File: src/rtl/hazard_ctrl.sv
// ============================================================================
// hazard_ctrl
// ----------------------------------------------------------------------------
// Hazard controller for a five-stage (F/D/E/M/W) in-order pipeline.
//   * Operand forwarding select for the ALU in E (M result beats W result).
//   * Load-use / RAW stall detection for the instruction in D.
//   * Branch/jump flush of D and E when a redirect resolves in E.
//   * Data-memory wait handling: a small FSM (RUN / MEMWAIT / ERR) freezes
//     the pipeline while the data memory is not ready and latches a sticky
//     error if the wait exceeds TIMEOUT cycles.
//   * Free-running 32-bit count of cycles in which fetch was stalled.
//
// Build option:
//   HAZARD_FORWARD_EN  defined   -> forwarding enabled; only load-use stalls.
//                      undefined -> forwarding selects tied to 00; any RAW
//                                   dependency on E or M stalls D instead.
//
// Parameters:
//   TIMEOUT  maximum memory-wait cycles before ERR (0 = never time out)
//   WIDTH    register-index width
//
// Ports:
//   clk, rst_n                   clock, asynchronous active-low reset
//   Rs1D, Rs2D                   source indices of the instruction in D
//   Rs1E, Rs2E, RdE              source/dest indices of the instruction in E
//   RdM, RdW                     dest indices in M and W
//   RegWriteE/M/W                write enables of E/M/W
//   ResultSrcE                   result source in E (2'b01 = load)
//   PCSrcE                       branch/jump taken in E
//   MemReqM, MemReadyM           data-memory request / ready in M
//   StallF/D/E/M                 hold PC and D/E/M pipeline registers
//   FlushD/E/W                   clear D/E/W pipeline registers
//   ForwardAE, ForwardBE         ALU operand select (00 RF, 01 W, 10 M)
//   MemErr                       sticky memory-timeout error
//   StallCount                   number of cycles with StallF=1 (wrapping)
// ============================================================================
module hazard_ctrl #(
    parameter int unsigned TIMEOUT = 255,
    parameter int unsigned WIDTH   = 5
) (
    input  logic             clk,
    input  logic             rst_n,
    input  logic [WIDTH-1:0] Rs1D,
    input  logic [WIDTH-1:0] Rs2D,
    input  logic [WIDTH-1:0] Rs1E,
    input  logic [WIDTH-1:0] Rs2E,
    input  logic [WIDTH-1:0] RdE,
    input  logic [WIDTH-1:0] RdM,
    input  logic [WIDTH-1:0] RdW,
    input  logic             RegWriteE,
    input  logic             RegWriteM,
    input  logic             RegWriteW,
    input  logic [1:0]       ResultSrcE,
    input  logic             PCSrcE,
    input  logic             MemReqM,
    input  logic             MemReadyM,
    output logic             StallF,
    output logic             StallD,
    output logic             StallE,
    output logic             StallM,
    output logic             FlushD,
    output logic             FlushE,
    output logic             FlushW,
    output logic [1:0]       ForwardAE,
    output logic [1:0]       ForwardBE,
    output logic             MemErr,
    output logic [31:0]      StallCount
);

    // ------------------------------------------------------------------
    // State
    // ------------------------------------------------------------------
    typedef enum logic [1:0] {
        RUN     = 2'd0,
        MEMWAIT = 2'd1,
        ERR     = 2'd2
    } state_t;

    state_t      state_reg;
    logic [15:0] wait_cnt_reg;
    logic        mem_err_reg;
    logic [31:0] stall_count_reg;

    // ------------------------------------------------------------------
    // Memory stall and global hold
    // ------------------------------------------------------------------
    logic mem_stall;
    logic in_err;
    logic hold;

    // In ERR the memory handshake is ignored; the pipeline is frozen anyway.
    assign in_err    = (state_reg == ERR);
    assign mem_stall = !in_err && MemReqM && !MemReadyM;
    assign hold      = mem_stall || in_err;

    // Saturating increment of the wait counter.
    logic [15:0] wait_cnt_next;
    assign wait_cnt_next = (wait_cnt_reg == 16'hFFFF) ? wait_cnt_reg
                                                      : wait_cnt_reg + 16'd1;

    // TIMEOUT=0 disables the timeout. A TIMEOUT above the counter range is
    // never reached because the counter saturates.
    function automatic logic timeout_hit(input logic [15:0] cnt);
        return (TIMEOUT != 0) && (32'(cnt) >= TIMEOUT);
    endfunction

    // ------------------------------------------------------------------
    // Memory-wait FSM (MemErr is registered alongside the state)
    // ------------------------------------------------------------------
    always_ff @(posedge clk or negedge rst_n) begin
        if (!rst_n) begin
            state_reg    <= RUN;
            wait_cnt_reg <= '0;
            mem_err_reg  <= 1'b0;
        end else begin
            case (state_reg)
                RUN: begin
                    if (mem_stall) begin
                        // First stalled edge counts as wait cycle 1.
                        wait_cnt_reg <= 16'd1;
                        if (timeout_hit(16'd1)) begin
                            state_reg   <= ERR;
                            mem_err_reg <= 1'b1;
                        end else begin
                            state_reg <= MEMWAIT;
                        end
                    end
                end
                MEMWAIT: begin
                    // Ready or a withdrawn request ends the wait; the stalls
                    // are already low this cycle because mem_stall is low.
                    if (!MemReqM || MemReadyM) begin
                        state_reg    <= RUN;
                        wait_cnt_reg <= '0;
                    end else begin
                        wait_cnt_reg <= wait_cnt_next;
                        if (timeout_hit(wait_cnt_next)) begin
                            state_reg   <= ERR;
                            mem_err_reg <= 1'b1;
                        end
                    end
                end
                ERR: begin
                    // Terminal until reset.
                    mem_err_reg <= 1'b1;
                end
                default: begin
                    state_reg    <= RUN;
                    wait_cnt_reg <= '0;
                    mem_err_reg  <= 1'b0;
                end
            endcase
        end
    end

    assign MemErr = mem_err_reg;

    // ------------------------------------------------------------------
    // Stall-cycle counter (wraps naturally at 2^32)
    // ------------------------------------------------------------------
    always_ff @(posedge clk or negedge rst_n) begin
        if (!rst_n) begin
            stall_count_reg <= '0;
        end else if (StallF) begin
            stall_count_reg <= stall_count_reg + 32'd1;
        end
    end

    assign StallCount = stall_count_reg;

    // ------------------------------------------------------------------
    // Per-operand dependency checks. Index 0 = rs1, index 1 = rs2.
    // ------------------------------------------------------------------
    logic [WIDTH-1:0] rs_d [2];
    logic [WIDTH-1:0] rs_e [2];
    logic [1:0]       fwd_sel [2];
    logic [1:0]       load_use_hit;
    logic [1:0]       raw_hit;

    assign rs_d[0] = Rs1D;
    assign rs_d[1] = Rs2D;
    assign rs_e[0] = Rs1E;
    assign rs_e[1] = Rs2E;

    logic load_in_e;
    assign load_in_e = (ResultSrcE == 2'b01);

    genvar gi;
    generate
        for (gi = 0; gi < 2; gi++) begin : g_operand
            // Load in E whose destination is read in D: the value is not
            // available until after M, so D must wait one cycle.
            assign load_use_hit[gi] = load_in_e && (RdE != '0) &&
                                      (RdE == rs_d[gi]);

`ifdef HAZARD_FORWARD_EN
            // With forwarding only the load-use case needs a stall.
            assign raw_hit[gi] = load_use_hit[gi];

            // Youngest producer wins: M beats W. Register 0 is never
            // forwarded since it is hard-wired to zero.
            always_comb begin
                fwd_sel[gi] = 2'b00;
                if (RegWriteM && (RdM != '0) && (RdM == rs_e[gi])) begin
                    fwd_sel[gi] = 2'b10;
                end else if (RegWriteW && (RdW != '0) && (RdW == rs_e[gi])) begin
                    fwd_sel[gi] = 2'b01;
                end
            end
`else
            // Without forwarding, any pending write in E or M to a register
            // read in D must drain before D may proceed. W is not checked:
            // the register file is assumed to write-before-read.
            assign raw_hit[gi] = load_use_hit[gi] ||
                                 ((rs_d[gi] != '0) &&
                                  ((RegWriteE && (RdE == rs_d[gi])) ||
                                   (RegWriteM && (RdM == rs_d[gi]))));

            assign fwd_sel[gi] = 2'b00;
`endif
        end
    endgenerate

    assign ForwardAE = fwd_sel[0];
    assign ForwardBE = fwd_sel[1];

    // Inputs only consumed in one build flavour are folded here so that the
    // other flavour carries no dangling signals.
`ifdef HAZARD_FORWARD_EN
    logic unused_inputs;
    assign unused_inputs = ^{1'b0, RegWriteE};
`else
    logic unused_inputs;
    assign unused_inputs = ^{1'b0, rs_e[0], rs_e[1], RdW, RegWriteW};
`endif

    logic data_hazard;
    assign data_hazard = |raw_hit;

    // ------------------------------------------------------------------
    // Stall / flush priority: memory hold > branch flush > data stall
    // ------------------------------------------------------------------
    always_comb begin
        StallF = 1'b0;
        StallD = 1'b0;
        StallE = 1'b0;
        StallM = 1'b0;
        FlushD = 1'b0;
        FlushE = 1'b0;
        FlushW = 1'b0;
        if (hold) begin
            // Freeze everything up to M and drop the instruction leaving M
            // so W does not retire it twice.
            StallF = 1'b1;
            StallD = 1'b1;
            StallE = 1'b1;
            StallM = 1'b1;
            FlushW = 1'b1;
        end else if (PCSrcE) begin
            // Wrong-path instructions in D and E are squashed; this also
            // cancels any load-use stall since D is being discarded.
            FlushD = 1'b1;
            FlushE = 1'b1;
        end else if (data_hazard) begin
            // Hold F and D, inject a bubble into E.
            StallF = 1'b1;
            StallD = 1'b1;
            FlushE = 1'b1;
        end
    end

endmodule
File: config.mk
export PLATFORM = sky130hd
export DESIGN_NAME = hazard_ctrl
export DESIGN_NICKNAME = d
export VERILOG_FILES = /design/src/rtl/hazard_ctrl.sv
export SDC_FILE = /design/constraint.sdc
export NUM_CORES = 1
export LEC_CHECK = 0
export ABC_AREA = 0
export BUFFER_PORTS_ARGS = -buffer_cell sky130_fd_sc_hd__clkbuf_2
export CORE_UTILIZATION = 32
export DETAILED_ROUTE_END_ITERATION = 16
export HOLD_SLACK_MARGIN = 0.1
export RECOVER_POWER = 25
export SETUP_SLACK_MARGIN = 0.1
export SYNTH_ARGS = -nofsm -noshare
export SYNTH_HDL_FRONTEND = slang
export SYNTH_SLANG_ARGS = --single-unit
File: constraint.sdc
create_clock -name clk -period 3.8 [get_ports clk]
set_input_delay 0.76 -clock clk [delete_from_list [all_inputs] [get_ports clk]]
set_output_delay 0.76 -clock clk [all_outputs]
set_load 0.05 [all_outputs]
* Word-level counts from Yosys, hierarchy flattened *
Index checks and enable logic that the tools add are counted.

cells by class
  add/sub/neg operators = 2
  magnitude comparators = 1
  equal/unequal tests = 12
  mux-type cells = 19
  bitwise operators = 2
  reduce and logical (&&, ||, !) cells = 28

operators with widths
  operator                                              count
  two-way mux 16 bit                                    3
  one-hot mux 16 bit (3 select lines)                   1
  adder 32 x 1 -> 32 bit, second input constant         1
  == test 5 bit                                         4
  adder 16 x 1 -> 16 bit, second input constant         1
  == test 16 bit, second input constant                 1
  >= comparator 16 x 8 -> 1 bit, second input constant  1
  nonzero test 5 bit                                    3
  logical AND 1 bit                                     11
  two-way mux 1 bit                                     10
  logical OR 1 bit                                      6
  two-way mux 2 bit                                     3
  != test 2 bit, second input constant                  3
  one-hot mux 2 bit (3 select lines)                    1
  AND reduction 3 bit                                   2
  == test 2 x 1 -> 1 bit, second input constant         2
  logical NOT 1 bit                                     3
  != test 3 bit, second input constant                  1
  one-hot mux 1 bit (3 select lines)                    1
  == test 2 bit, second input constant                  1
  logical NOT 2 bit                                     1
  inverter 1 bit                                        2
  AND reduction 2 bit                                   1
  OR reduction 2 bit                                    1

storage, ports and cells
  bits in registers = 51
  bits of input ports = 45
  output and inout port bits = 44

* Depth between registers and ports, before layout *
  depth after elaboration = 9
  depth in mapped cells = 9
  mapped depth without buffers = 8

* Worst setup path after synthesis *
No wires, ideal clock.

  path type = input-to-output
  from = input MemReqM
  to = output FlushE
  arrival time = 2.532 ns
  required time = 3.040 ns
  path slack = 0.508 ns
  stages on the path = 5
  path buffers = 2
  path through = or2b_2 nand2b_1 clkbuf_1 clkbuf_1 a41oi_1

between the ends
  longest elaborated chain between the ends = 4

ends and longest elaborated chain
  what                            line  source
  start: declaration              55    input logic MemReqM,
  logical AND 1 bit (2 in a row)  93    assign mem_stall = !in_err && MemReqM && !MemReadyM;
  logical OR 1 bit                94    assign hold = mem_stall || in_err;
  two-way mux 1 bit               251   if (hold) begin
  end: declaration                62    output logic FlushE,

Every way passes these cells.

* Worst setup path after layout *
  from = input RdE[1]
  to = output StallF

between the ends
  longest elaborated chain between the ends = 9
  elaborated cells on any way between the ends = 18
  those cells by class = eq/ne: 2; mux: 3; reduce/logical: 13

ends and longest elaborated chain
  what                  line      source
  start: declaration    47        input logic [WIDTH-1:0] RdE,
  == test 5 bit         194, 216
  logical AND 1 bit     216       ((RegWriteE && (RdE == rs_d[gi])) ||
  logical OR 1 bit      216
  logical AND 1 bit     215       ((rs_d[gi] != '0) &&
  logical OR 1 bit      214       assign raw_hit[gi] = load_use_hit[gi] ||
  OR reduction 2 bit *  238       assign data_hazard = |raw_hit;
  two-way mux 1 bit *   264       end else if (data_hazard) begin
  two-way mux 1 bit *   259       end else if (PCSrcE) begin
  two-way mux 1 bit *   251
  end: declaration      57        output logic StallF,

Mark *: on every way between the ends. The rest lies on a longest branch, timed or not.

==> qor.csv <==
metric;value;unit
Synth area leaders;dfrtp_1 38%, xnor2_1 12%, o2111ai_1 4.6%, o21ai_0 2.8%, and3_1 2.8%;
Die Area;11040;um^2
number of max-cap violations;1;
Buffers on Ports;68;
HP Class;reg -> reg;
unrepaired setup endpoints after global routing;no;
die height;105.1;um
hpwl dp;5.962;mm
CP Capture Type;output pin;
Post-synth top flop;dfrtp_1;
leading area contributor after synthesis;dfrtp_1;
Clock Path Buffers;2;
share of cells above drive strength 1;23.77;%
fmax;304.5;MHz
DR vias/cell;5.458;
Hold Path Sink;StallCount[31];
drt total wl;8.286;mm
clock sink total;51;
H-Tree Depth;2;
CTS root buffer;clkbuf_8;
Final setup viols;0;
Layout Nets;457;
crit start category;input pin;
Cell variety after synth;63;
Syn Area/Cell;9.607;um^2
filler cell count;1029;
post-synthesis cell count;354;
Worst R2R Setup Slack;1140;ps
Post-CTS Setup Bufs;0;
GRT overflow;0;
CTS tree;built;
hold_sp;StallCount[31];
post-route ant nets;0;
Layout Skew;7.139;ps
crit path DAT;2520;ps
Setup CP Type;in -> out;
IO Pins;89;
Fin. Hold Viols;0;
Clk pin slew, worst setup/hold paths;100;ps
ant diodes;0;
dpl ws;517.0;ps
cts bufs inserted;5;
die width;105.1;um
drt wl/cell;15.23;um
Max VDD drop;0.2852;mV
Post-Route Utilization;37.40;%
clock latency at the later pin of the worst-skew pair;320;ps
measured slew at the worst slew-check pin;2180;ps
pwr/cell area;393.7;nW/um^2
Final Worst Setup Slack;516.1;ps
R2R Path Start;wait_cnt_reg[0];
Syn Std Cell Area;3401;um^2
number of global-route vias before repair;2902;
total power;1.520;mW
largest net degree at the start of global routing;41;
area share of the largest cell type after synthesis;37.53;%
violated checks;capacitance limit, slew limit;
first-pass GRT wire length;14.00;mm
FF-to-FF End;state_reg[0];
Post-CTS Hold Fix Bufs;0;
worst path required time;3040;ps
Tcrit/Tclk final;86.42;%
via total after detailed routing;2969;
most common cell in the synthesized netlist;dfrtp_1;
outcome;finished, violations left;
Reg2Reg Depth;8;
Iter 0 DRT Violations;163;
Routability Congestion;0.8639;
crit-path max FO;3;
Layout area overhead;13.54;%
post-cts sizing count;0;
Setup TNS;0;ps
final slew viol count;41;
worst rel slew slack;-45.34;%
#FFs+latches synth;51;
drc violations;0;
Post-synth EDFFs;0;
placeable core region;10320;um^2
Synth top cells by count;51 x dfrtp_1, 47 x xnor2_1, 19 x o21ai_0;
Total GRT Usage;15.54;%
Initial Utilization;32.94;%
initial antenna violation count;0;
post-synthesis async set-or-reset flop share;100.0;%
P_leak;1.697;nW
Final min period;3284;ps
Largest register FFs;32;
DRT Pass-1 Iters;4;
Hold Path Stages;1;
Rows;37;
Seq/Total Area, Yosys;37.53;%
synth warn;0;
-- logic make-up after synthesis --
group           share of synthesized area (%)
other cells                            0.1103
fa+ha+maj                               1.840
buf+inv                                 5.886
flops                                   37.53
mux                                    0.7725
simple gates                            18.91
xor+xnor                                13.65
compound gates                          21.30
-- critical path, cell delays in order --
cell and delay, ps:
clkbuf_2 110, or4_1 520, o21ai_1 180, nor3_1 60
o21ai_1 210, a31oi_2 130, nor2_1 220, inv_1 90
clkbuf_2 240
-- metrics by stage --
stage / cells / instance area [um^2] / hold WS, ps
global placement: 536 / 3774 / 465.9
global route: 544 / 3861 / 516.3
CTS: 544 / 3862 / 481.6
finish: 544 / 3861 / 478.5
detailed placement: 536 / 3774 / 463.7
floorplan: 357 / 3412 / 464.4
-- report_power, final --
| part | total [mW] | internal (mW) | switching (mW) |
|---|---|---|---|
| Clock | 0.333 | 0.133 | 0.201 |
| Sequential | 0.651 | 0.592 | 0.0597 |
| Combinational | 0.536 | 0.172 | 0.364 |
-- metal layers --
layer | up-vias | track usage (%) | share of wire, %
met5 | - | 0 | 0
met4 | 0 | 4.326 | 1.4
met3 | 10 | 3.369 | 5.7
met2 | 84 | 26.58 | 48
met1 | 1460 | 19.66 | 45
li1 | 1415 | - | -
-- worst max path at each step --
stage | startpoint | endpoint | depth (start not counted) | slack, ps
after global routing | RdE[1] | StallD | 9 | 380
after CTS | RdE[1] | StallF | 9 | 520
after floorplan | MemReqM | FlushE | 5 | 510
final | RdE[1] | StallF | 9 | 520
after global placement | RdE[1] | StallF | 9 | 540
after detailed placement | RdE[1] | StallF | 9 | 520
-- layout by cell type (no fill, tap or decap), drive strengths merged, types with 8 or more instances in the layout --
cell type  instances
o2111ai           18
nor2              15
a21oi             13
o211ai             8
and3              17
and4               8
nor3               9
xnor2             47
o21ai             27
dfrtp             51
nand3             11
clkbuf            74
nand2             18
-- layout make-up --
cell class	instances	area [um^2]	share of cell area [%]
timing repair buffer	71	361.6	9.365
inverter	6	22.52	0.5833
clock inverter	2	16.27	0.4213
sequential	51	1276	33.05
multi-input combinational	272	1942	50.29
clock buffer	6	72.57	1.879
tap	136	170.2	4.407
No activity file was read; power rests on OpenSTA's default activity.
